===== src/rtl/ov7670_cap_pkg.sv =====
// Shared types and constants for the OV7670 capture path into the 320x240 frame buffer.
package ov7670_cap_pkg;

   typedef enum logic [1:0] {
      IDLE     = 2'd0,
      WAIT_VS  = 2'd1,
      WAIT_END = 2'd2,
      CAPTURE  = 2'd3
   } cap_state_t;

   localparam int CAM_W     = 640;
   localparam int CAM_H     = 480;
   localparam int FB_W      = 320;
   localparam int FB_H      = 240;
   localparam int FB_ADDR_W = 17;

   // Width of a counter that must be able to hold the value n itself.
   function automatic int cnt_w(input int n);
      return $clog2(n + 1);
   endfunction

endpackage


===== src/rtl/ov7670_cap_if.sv =====
// Camera byte bus in, frame-buffer write bus out, seen from the capture block (master).
interface ov7670_cap_if
   import ov7670_cap_pkg::*;
#(
   parameter int ADDR_W = FB_ADDR_W
) ();
   logic              cam_vsync;
   logic              cam_href;
   logic [7:0]        cam_data;
   logic              wr_en;
   logic [ADDR_W-1:0] wr_addr;
   logic [15:0]       wr_data;

   modport master (
      input  cam_vsync, cam_href, cam_data,
      output wr_en, wr_addr, wr_data
   );

   modport slave (
      output cam_vsync, cam_href, cam_data,
      input  wr_en, wr_addr, wr_data
   );
endinterface


===== src/rtl/ov7670_byte_pair.sv =====
// Pairs consecutive camera bytes into one RGB565 pixel; first byte lands in [15:8].
module ov7670_byte_pair (
   input  logic        clk,
   input  logic        rst_n,
   input  logic        en,
   input  logic        line_clr,
   input  logic [7:0]  data,
   output logic        phase,
   output logic        pix_valid,
   output logic [15:0] pixel
);

   logic [7:0] hi;

   always_ff @(posedge clk) begin
      if (!rst_n) begin
         phase     <= 1'b0;
         hi        <= 8'd0;
         pix_valid <= 1'b0;
         pixel     <= 16'd0;
      end else begin
         pix_valid <= 1'b0;
         if (line_clr) begin
            phase <= 1'b0;
         end else if (en) begin
            if (!phase) begin
               hi    <= data;
               phase <= 1'b1;
            end else begin
               pixel     <= {hi, data};
               pix_valid <= 1'b1;
               phase     <= 1'b0;
            end
         end
      end
   end

endmodule


===== src/rtl/ov7670_capture.sv =====
// OV7670 frame capture: frames on VSYNC/HREF, pairs bytes, decimates and writes
// pixels to the frame buffer at sequential addresses.
//
// state    | meaning
// IDLE     | capture disabled, waiting for cap_en
// WAIT_VS  | enabled, waiting for VSYNC to rise (no partial frames)
// WAIT_END | in vertical blank, frame starts when VSYNC falls
// CAPTURE  | storing pixels until the next VSYNC rise
module ov7670_capture
   import ov7670_cap_pkg::*;
#(
   parameter int H_ACTIVE = CAM_W,
   parameter int V_ACTIVE = CAM_H,
   parameter int DECIM    = 2,
   parameter int ADDR_W   = FB_ADDR_W
) (
   input  logic         clk,
   input  logic         rst_n,
   input  logic         cap_en,
   ov7670_cap_if.master bus,
   output logic         frame_done,
   output logic [7:0]   frame_cnt,
   output logic         line_err,
   output logic         ovf
);

   localparam int OUT_W = H_ACTIVE / DECIM;
   localparam int XW    = cnt_w(H_ACTIVE);
   localparam int YW    = cnt_w(V_ACTIVE);
   localparam logic [XW-1:0]     X_LIM    = XW'(H_ACTIVE);
   localparam logic [YW-1:0]     Y_LIM    = YW'(V_ACTIVE);
   localparam logic [ADDR_W-1:0] ROW_STEP = ADDR_W'(OUT_W);

   cap_state_t        state;
   logic              vs_r, vs_d, hr_r, hr_d;
   logic [7:0]        d_r;
   logic              vs_rise_q, vs_fall_q, eol_q, odd_q;
   logic [XW-1:0]     x;
   logic [YW-1:0]     y;
   logic [ADDR_W-1:0] base;

   logic              hr_fall, frame_start, pair_en, line_clr;
   logic              bp_phase, pix_valid;
   logic [15:0]       pixel;
   logic              x_in, y_in, row_keep, pix_keep;
   logic [XW-1:0]     col;

   assign hr_fall     = hr_d && !hr_r;
   assign frame_start = (state == WAIT_END) && vs_fall_q;
   assign pair_en     = (state == CAPTURE) && hr_r && !vs_r;
   assign line_clr    = hr_fall || frame_start;

   assign x_in     = x < X_LIM;
   assign y_in     = y < Y_LIM;
   assign row_keep = y_in && ((DECIM == 1) || !y[0]);
   assign pix_keep = x_in && row_keep && ((DECIM == 1) || !x[0]);
   assign col      = (DECIM == 2) ? (x >> 1) : x;

   ov7670_byte_pair u_pair (
      .clk       (clk),
      .rst_n     (rst_n),
      .en        (pair_en),
      .line_clr  (line_clr),
      .data      (d_r),
      .phase     (bp_phase),
      .pix_valid (pix_valid),
      .pixel     (pixel)
   );

   // Sync edges are registered once more so line/frame events line up with the
   // pixel coming out of the byte pairer (two edges after the pins).
   always_ff @(posedge clk) begin
      if (!rst_n) begin
         state       <= IDLE;
         vs_r        <= 1'b0;
         vs_d        <= 1'b0;
         hr_r        <= 1'b0;
         hr_d        <= 1'b0;
         d_r         <= 8'd0;
         vs_rise_q   <= 1'b0;
         vs_fall_q   <= 1'b0;
         eol_q       <= 1'b0;
         odd_q       <= 1'b0;
         x           <= '0;
         y           <= '0;
         base        <= '0;
         bus.wr_en   <= 1'b0;
         bus.wr_addr <= '0;
         bus.wr_data <= 16'd0;
         frame_done  <= 1'b0;
         frame_cnt   <= 8'd0;
         line_err    <= 1'b0;
         ovf         <= 1'b0;
      end else begin
         vs_r      <= bus.cam_vsync;
         hr_r      <= bus.cam_href;
         d_r       <= bus.cam_data;
         vs_d      <= vs_r;
         hr_d      <= hr_r;
         vs_rise_q <= vs_r && !vs_d;
         vs_fall_q <= !vs_r && vs_d;
         eol_q     <= hr_fall && (state == CAPTURE);
         odd_q     <= hr_fall && (state == CAPTURE) && bp_phase;

         bus.wr_en  <= 1'b0;
         frame_done <= 1'b0;

         case (state)
            IDLE: begin
               if (cap_en) state <= WAIT_VS;
            end
            WAIT_VS: begin
               if (vs_rise_q) state <= WAIT_END;
            end
            WAIT_END: begin
               if (vs_fall_q) begin
                  state    <= CAPTURE;
                  x        <= '0;
                  y        <= '0;
                  base     <= '0;
                  line_err <= 1'b0;
                  ovf      <= 1'b0;
               end
            end
            CAPTURE: begin
               if (pix_valid) begin
                  if (pix_keep) begin
                     bus.wr_en   <= 1'b1;
                     bus.wr_addr <= base + ADDR_W'(col);
                     bus.wr_data <= pixel;
                  end else if (!x_in || !y_in) begin
                     ovf <= 1'b1;
                  end
                  if (x_in) x <= x + XW'(1);
               end
               // End of line comes before frame end when both land together.
               if (eol_q) begin
                  if (odd_q) line_err <= 1'b1;
                  x <= '0;
                  if (row_keep) base <= base + ROW_STEP;
                  if (y_in) y <= y + YW'(1);
               end
               if (vs_rise_q) begin
                  frame_done <= 1'b1;
                  frame_cnt  <= frame_cnt + 8'd1;
                  state      <= cap_en ? WAIT_END : IDLE;
               end
            end
            default: state <= IDLE;
         endcase
      end
   end

endmodule

===== src/flat_wrapper.sv =====
// flat-port wrapper written by rule: the top's interface ports become plain ports
module ov7670_capture_flat import ov7670_cap_pkg::*;
#(
   parameter int H_ACTIVE = CAM_W,
   parameter int V_ACTIVE = CAM_H,
   parameter int DECIM    = 2,
   parameter int ADDR_W   = FB_ADDR_W
)
  (clk, rst_n, cap_en, frame_done, frame_cnt, line_err, ovf, bus_cam_vsync, bus_cam_href, bus_cam_data, bus_wr_en, bus_wr_addr, bus_wr_data);
  ov7670_cap_if #(.ADDR_W(ADDR_W)) bus_i ();
  input  logic clk;
  input  logic rst_n;
  input  logic cap_en;
  output logic frame_done;
  output logic [7:0] frame_cnt;
  output logic line_err;
  output logic ovf;
  input wire logic [$bits(bus_i.cam_vsync)-1:0] bus_cam_vsync;
  input wire logic [$bits(bus_i.cam_href)-1:0] bus_cam_href;
  input wire logic [$bits(bus_i.cam_data)-1:0] bus_cam_data;
  output wire logic [$bits(bus_i.wr_en)-1:0] bus_wr_en;
  output wire logic [$bits(bus_i.wr_addr)-1:0] bus_wr_addr;
  output wire logic [$bits(bus_i.wr_data)-1:0] bus_wr_data;
  assign bus_i.cam_vsync = bus_cam_vsync;
  assign bus_i.cam_href = bus_cam_href;
  assign bus_i.cam_data = bus_cam_data;
  assign bus_wr_en = bus_i.wr_en;
  assign bus_wr_addr = bus_i.wr_addr;
  assign bus_wr_data = bus_i.wr_data;
  ov7670_capture #(.H_ACTIVE(H_ACTIVE), .V_ACTIVE(V_ACTIVE), .DECIM(DECIM), .ADDR_W(ADDR_W)) u_core (.clk(clk), .rst_n(rst_n), .cap_en(cap_en), .bus(bus_i), .frame_done(frame_done), .frame_cnt(frame_cnt), .line_err(line_err), .ovf(ovf));
endmodule

===== config.mk =====
export PLATFORM = sky130hd
export DESIGN_NAME = ov7670_capture_flat
export DESIGN_NICKNAME = d
export VERILOG_FILES = /design/src/rtl/ov7670_cap_pkg.sv /design/src/rtl/ov7670_cap_if.sv /design/src/rtl/ov7670_byte_pair.sv /design/src/rtl/ov7670_capture.sv /design/src/flat_wrapper.sv
export SDC_FILE = /design/constraint.sdc
export NUM_CORES = 1
export LEC_CHECK = 0
export CORE_UTILIZATION = 56
export CTS_BUF_LIST = sky130_fd_sc_hd__clkbuf_8
export DETAILED_ROUTE_END_ITERATION = 8
export GPL_TIMING_DRIVEN = 1
export MAX_ROUTING_LAYER = met4
export PLACE_DENSITY_LB_ADDON = 0.08
export SLEW_MARGIN = 20
export SYNTH_ARGS = -nofsm -noshare
export SYNTH_HDL_FRONTEND = slang
export SYNTH_SLANG_ARGS = --single-unit

===== constraint.sdc =====
create_clock -name clk -period 4.1 [get_ports clk]
set_clock_uncertainty 0.2 [all_clocks]
set_input_delay 0.82 -clock clk [delete_from_list [all_inputs] [get_ports clk]]
set_output_delay 0.82 -clock clk [all_outputs]
set_load 0.1 [all_outputs]

==> metrics.txt <==
sequential area share after synthesis=50.7%; cells after synthesis=541; die height=93.6 µm; Final HPWL DP=6.42 mm; delay-heaviest family, CP=buffers and inverters; Ys Warns=0; internal power=1.74 mW; drt drc=0; Slew Limit Fails=0; clock power share=46.3%; first-pass GRT wire length=between 15 and 20 mm; Routed WL=9.64 mm; register bit total from synthesis=about 120; status=complete, no violations; layout cells sized above 1=8.62%; P per Cell Area=398 nW/µm²; Static Leakage=1.87 nW; vias in the first global route=3541; Worst Setup Path Type=reg2out; post-synth top area share=50.7%; core footprint=8180 µm²; CTS sink cnt=between 100 and 150; maximum fanout along the worst path=7; initial core utilization=57.5%; Final ANT Viol Nets=0; Worst Setup End Kind=output port; Reg power frac=between 50% and 60%; Port Buffers=57; final hold violation count=0; HP Start=u_core.vs_d; final setup TNS=0 ns; die width=93.6 µm; GRT Overall Usage=24.5%; maximum vdd drop=0.296 mV; Final period util=74.6%; Psw=0.519 mW; DR iter-0 viols=121; I/O pin count=58; worst r2r src=u_core.state[0]; total gr overflow=0; CTS clk-pin slew, worst paths=around 0.08 ns; postcts setup bufs=0; DR WL/cell=13.6 µm; vias per cell=5.51; total die area=8760 µm²; Post-Syn Nets=approximately 560; routed vias=around 3900; ANT cells=0; Slew HR=30.4%; initial antenna violation count=0; Netlist Area Pre-Place=4700 µm²; CTS root buffer=clkbuf_8; top cells by area, synth=dfxtp_1, a21oi_1, nand2_1; PostCTS Resize Cnt=0; Total Power=2.26 mW; CP peak stage delay=1.17 ns; cts hold-fix bufs=0; first-pass iteration count of the detailed router=4; Worst Tran Pin Value=between 1 and 1.5 ns; Comb power frac=1.9%; H-tree depth=4; fin crit period=3.06 ns; r2r setup slk=1.66 ns; TritonCTS Buffers=17; Post-synth EDFFs=0; CP Cell Sequence=clkdlybuf4s50_1; RePlAce Congestion=0.797; dominant cell type by area after synthesis=dfxtp_1; worst path bufs/invs=1; R2R Path End=u_core.base[16]; Max Cap Viol=0; largest net degree at the start of global routing=50; Clk Latency, worst-skew pair=approximately 0.42 ns; Syn-to-layout area delta=21.1%; syn avg cell area=roughly 8.7 µm²; deepest clock path buffer count=2; hold worst-path end=u_core.vs_rise_q; NumNets Final=611; cells on worst reg2reg path=4; Most used DFF post-synth=dfxtp_1; TritonCTS clock tree=done; Sw Ratio=23.0%; Fmax=327 MHz; Worst Hold Class=reg2reg; Crit path arrival time=2.04 ns; Worst setup SP type=register; Post-synth ARST share=0%; # rows=33; RSZ-0062 raised after global routing=no; Worst Path Required=3.08 ns; Final setup violation count=0; hold path depth=1; number of distinct library cells after synthesis=52; Worst path slowest cell=clkdlybuf4s50_1
## sequential cells by signal, summed over array words and instances (netlist names), 2 cells and up
register	cells
u_core.u_pair.hi	8
u_core.u_pair.pixel	16
u_core.bus.wr_addr	17
u_core.y	9
u_core.bus.wr_data	16
u_core.base	11
u_core.frame_cnt	8
u_core.state	2
u_core.x	10
u_core.d_r	8
## worst max path at each step
stage                                   start                     end  cells past startpoint
after global routing      u_core.frame_cnt[3]            frame_cnt[3]                      1
after global placement                  rst_n     u_core.frame_cnt[7]                      5
after floorplan                   u_core.x[8]  u_core.bus.wr_addr[16]                      5
after CTS                 u_core.frame_cnt[3]            frame_cnt[3]                      1
final                     u_core.frame_cnt[3]            frame_cnt[3]                      1
after detailed placement                rst_n     u_core.frame_cnt[0]                      5
## per-stage QoR
step	hold slack (ns)	util, %	instance area [µm²]	setup slack (ns)	instances
2_1_floorplan	0.192	-	4700	2.01	541
3_3_place_gp	0.198	64.8	5290	1.42	677
3_5_place_dp	0.203	64.8	5290	1.42	677
4_1_cts	0.212	69.6	5690	1.04	708
5_1_grt	0.237	69.6	5690	0.972	708
6_report	0.213	69.6	5690	1.04	708
## power by group through the flow
stage,registers [mW],logic (mW),clock network [mW]
3_3_place_gp,1.20,0.0432,0
6_report,1.17,0.0436,1.05
2_1_floorplan,1.19,0.0293,0
3_5_place_dp,1.20,0.0437,0
5_1_grt,1.17,0.0473,1.12
4_1_cts,1.17,0.0438,1.06
## synth_stat cells (all sizes together), types with 9 or more instances
master  count
a21oi      80
and2       16
clkbuf     24
dfxtp     119
mux2i       9
nand2     101
nand3      10
nand4      13
nor2       31
o21ai      26
o31ai       9
or3        17
or4         9
xnor2       9
## metal layers
layer	wire length (µm)	GRT usage (%)
met1	4730	32.0
met2	4340	37.1
met3	412	5.20
met4	156	9.74
met5	0	-
## layout by cell type, fill, tap and decap left out, types with 3 or more instances in the layout
cell type,instances
dfxtp_1,119
o21ai_0,24
o41ai_1,3
nor3_1,7
and3_1,4
o31ai_1,9
mux2i_1,9
clkinvlp_4,3
clkinv_4,4
ha_1,7
nand3_1,9
nand4_1,13
inv_1,6
or3_1,14
clkbuf_8,18
nor2_1,30
buf_4,4
a31oi_1,3
clkdlybuf4s50_1,57
nand2_1,101
a21oi_1,80
or4_1,8
xnor2_1,9
xor2_1,3
inv_6,3
and2_1,16
## kinds of logic after synthesis
group	count (synthesis)	synth area share, %
buffers and inverters	37	3.51
AO/OA/AOI/OAI	129	15.4
flip-flops	119	50.7
multiplexers	11	2.40
adder cells (fa/ha/maj)	7	1.86
XOR/XNOR	12	2.24
AND/OR/NAND/NOR	226	23.9
## layout make-up
type | count | area, µm²
Clock buffer | 18 | 248
Clock inverter | 13 | 149
Fill cell | 673 | 2480
Inverter | 7 | 26.3
Multi-Input combinational cell | 385 | 2150
Sequential cell | 119 | 2380
Tap cell | 105 | 131
Timing Repair Buffer | 61 | 601
Note: power is estimated with default switching activity, not from simulation.
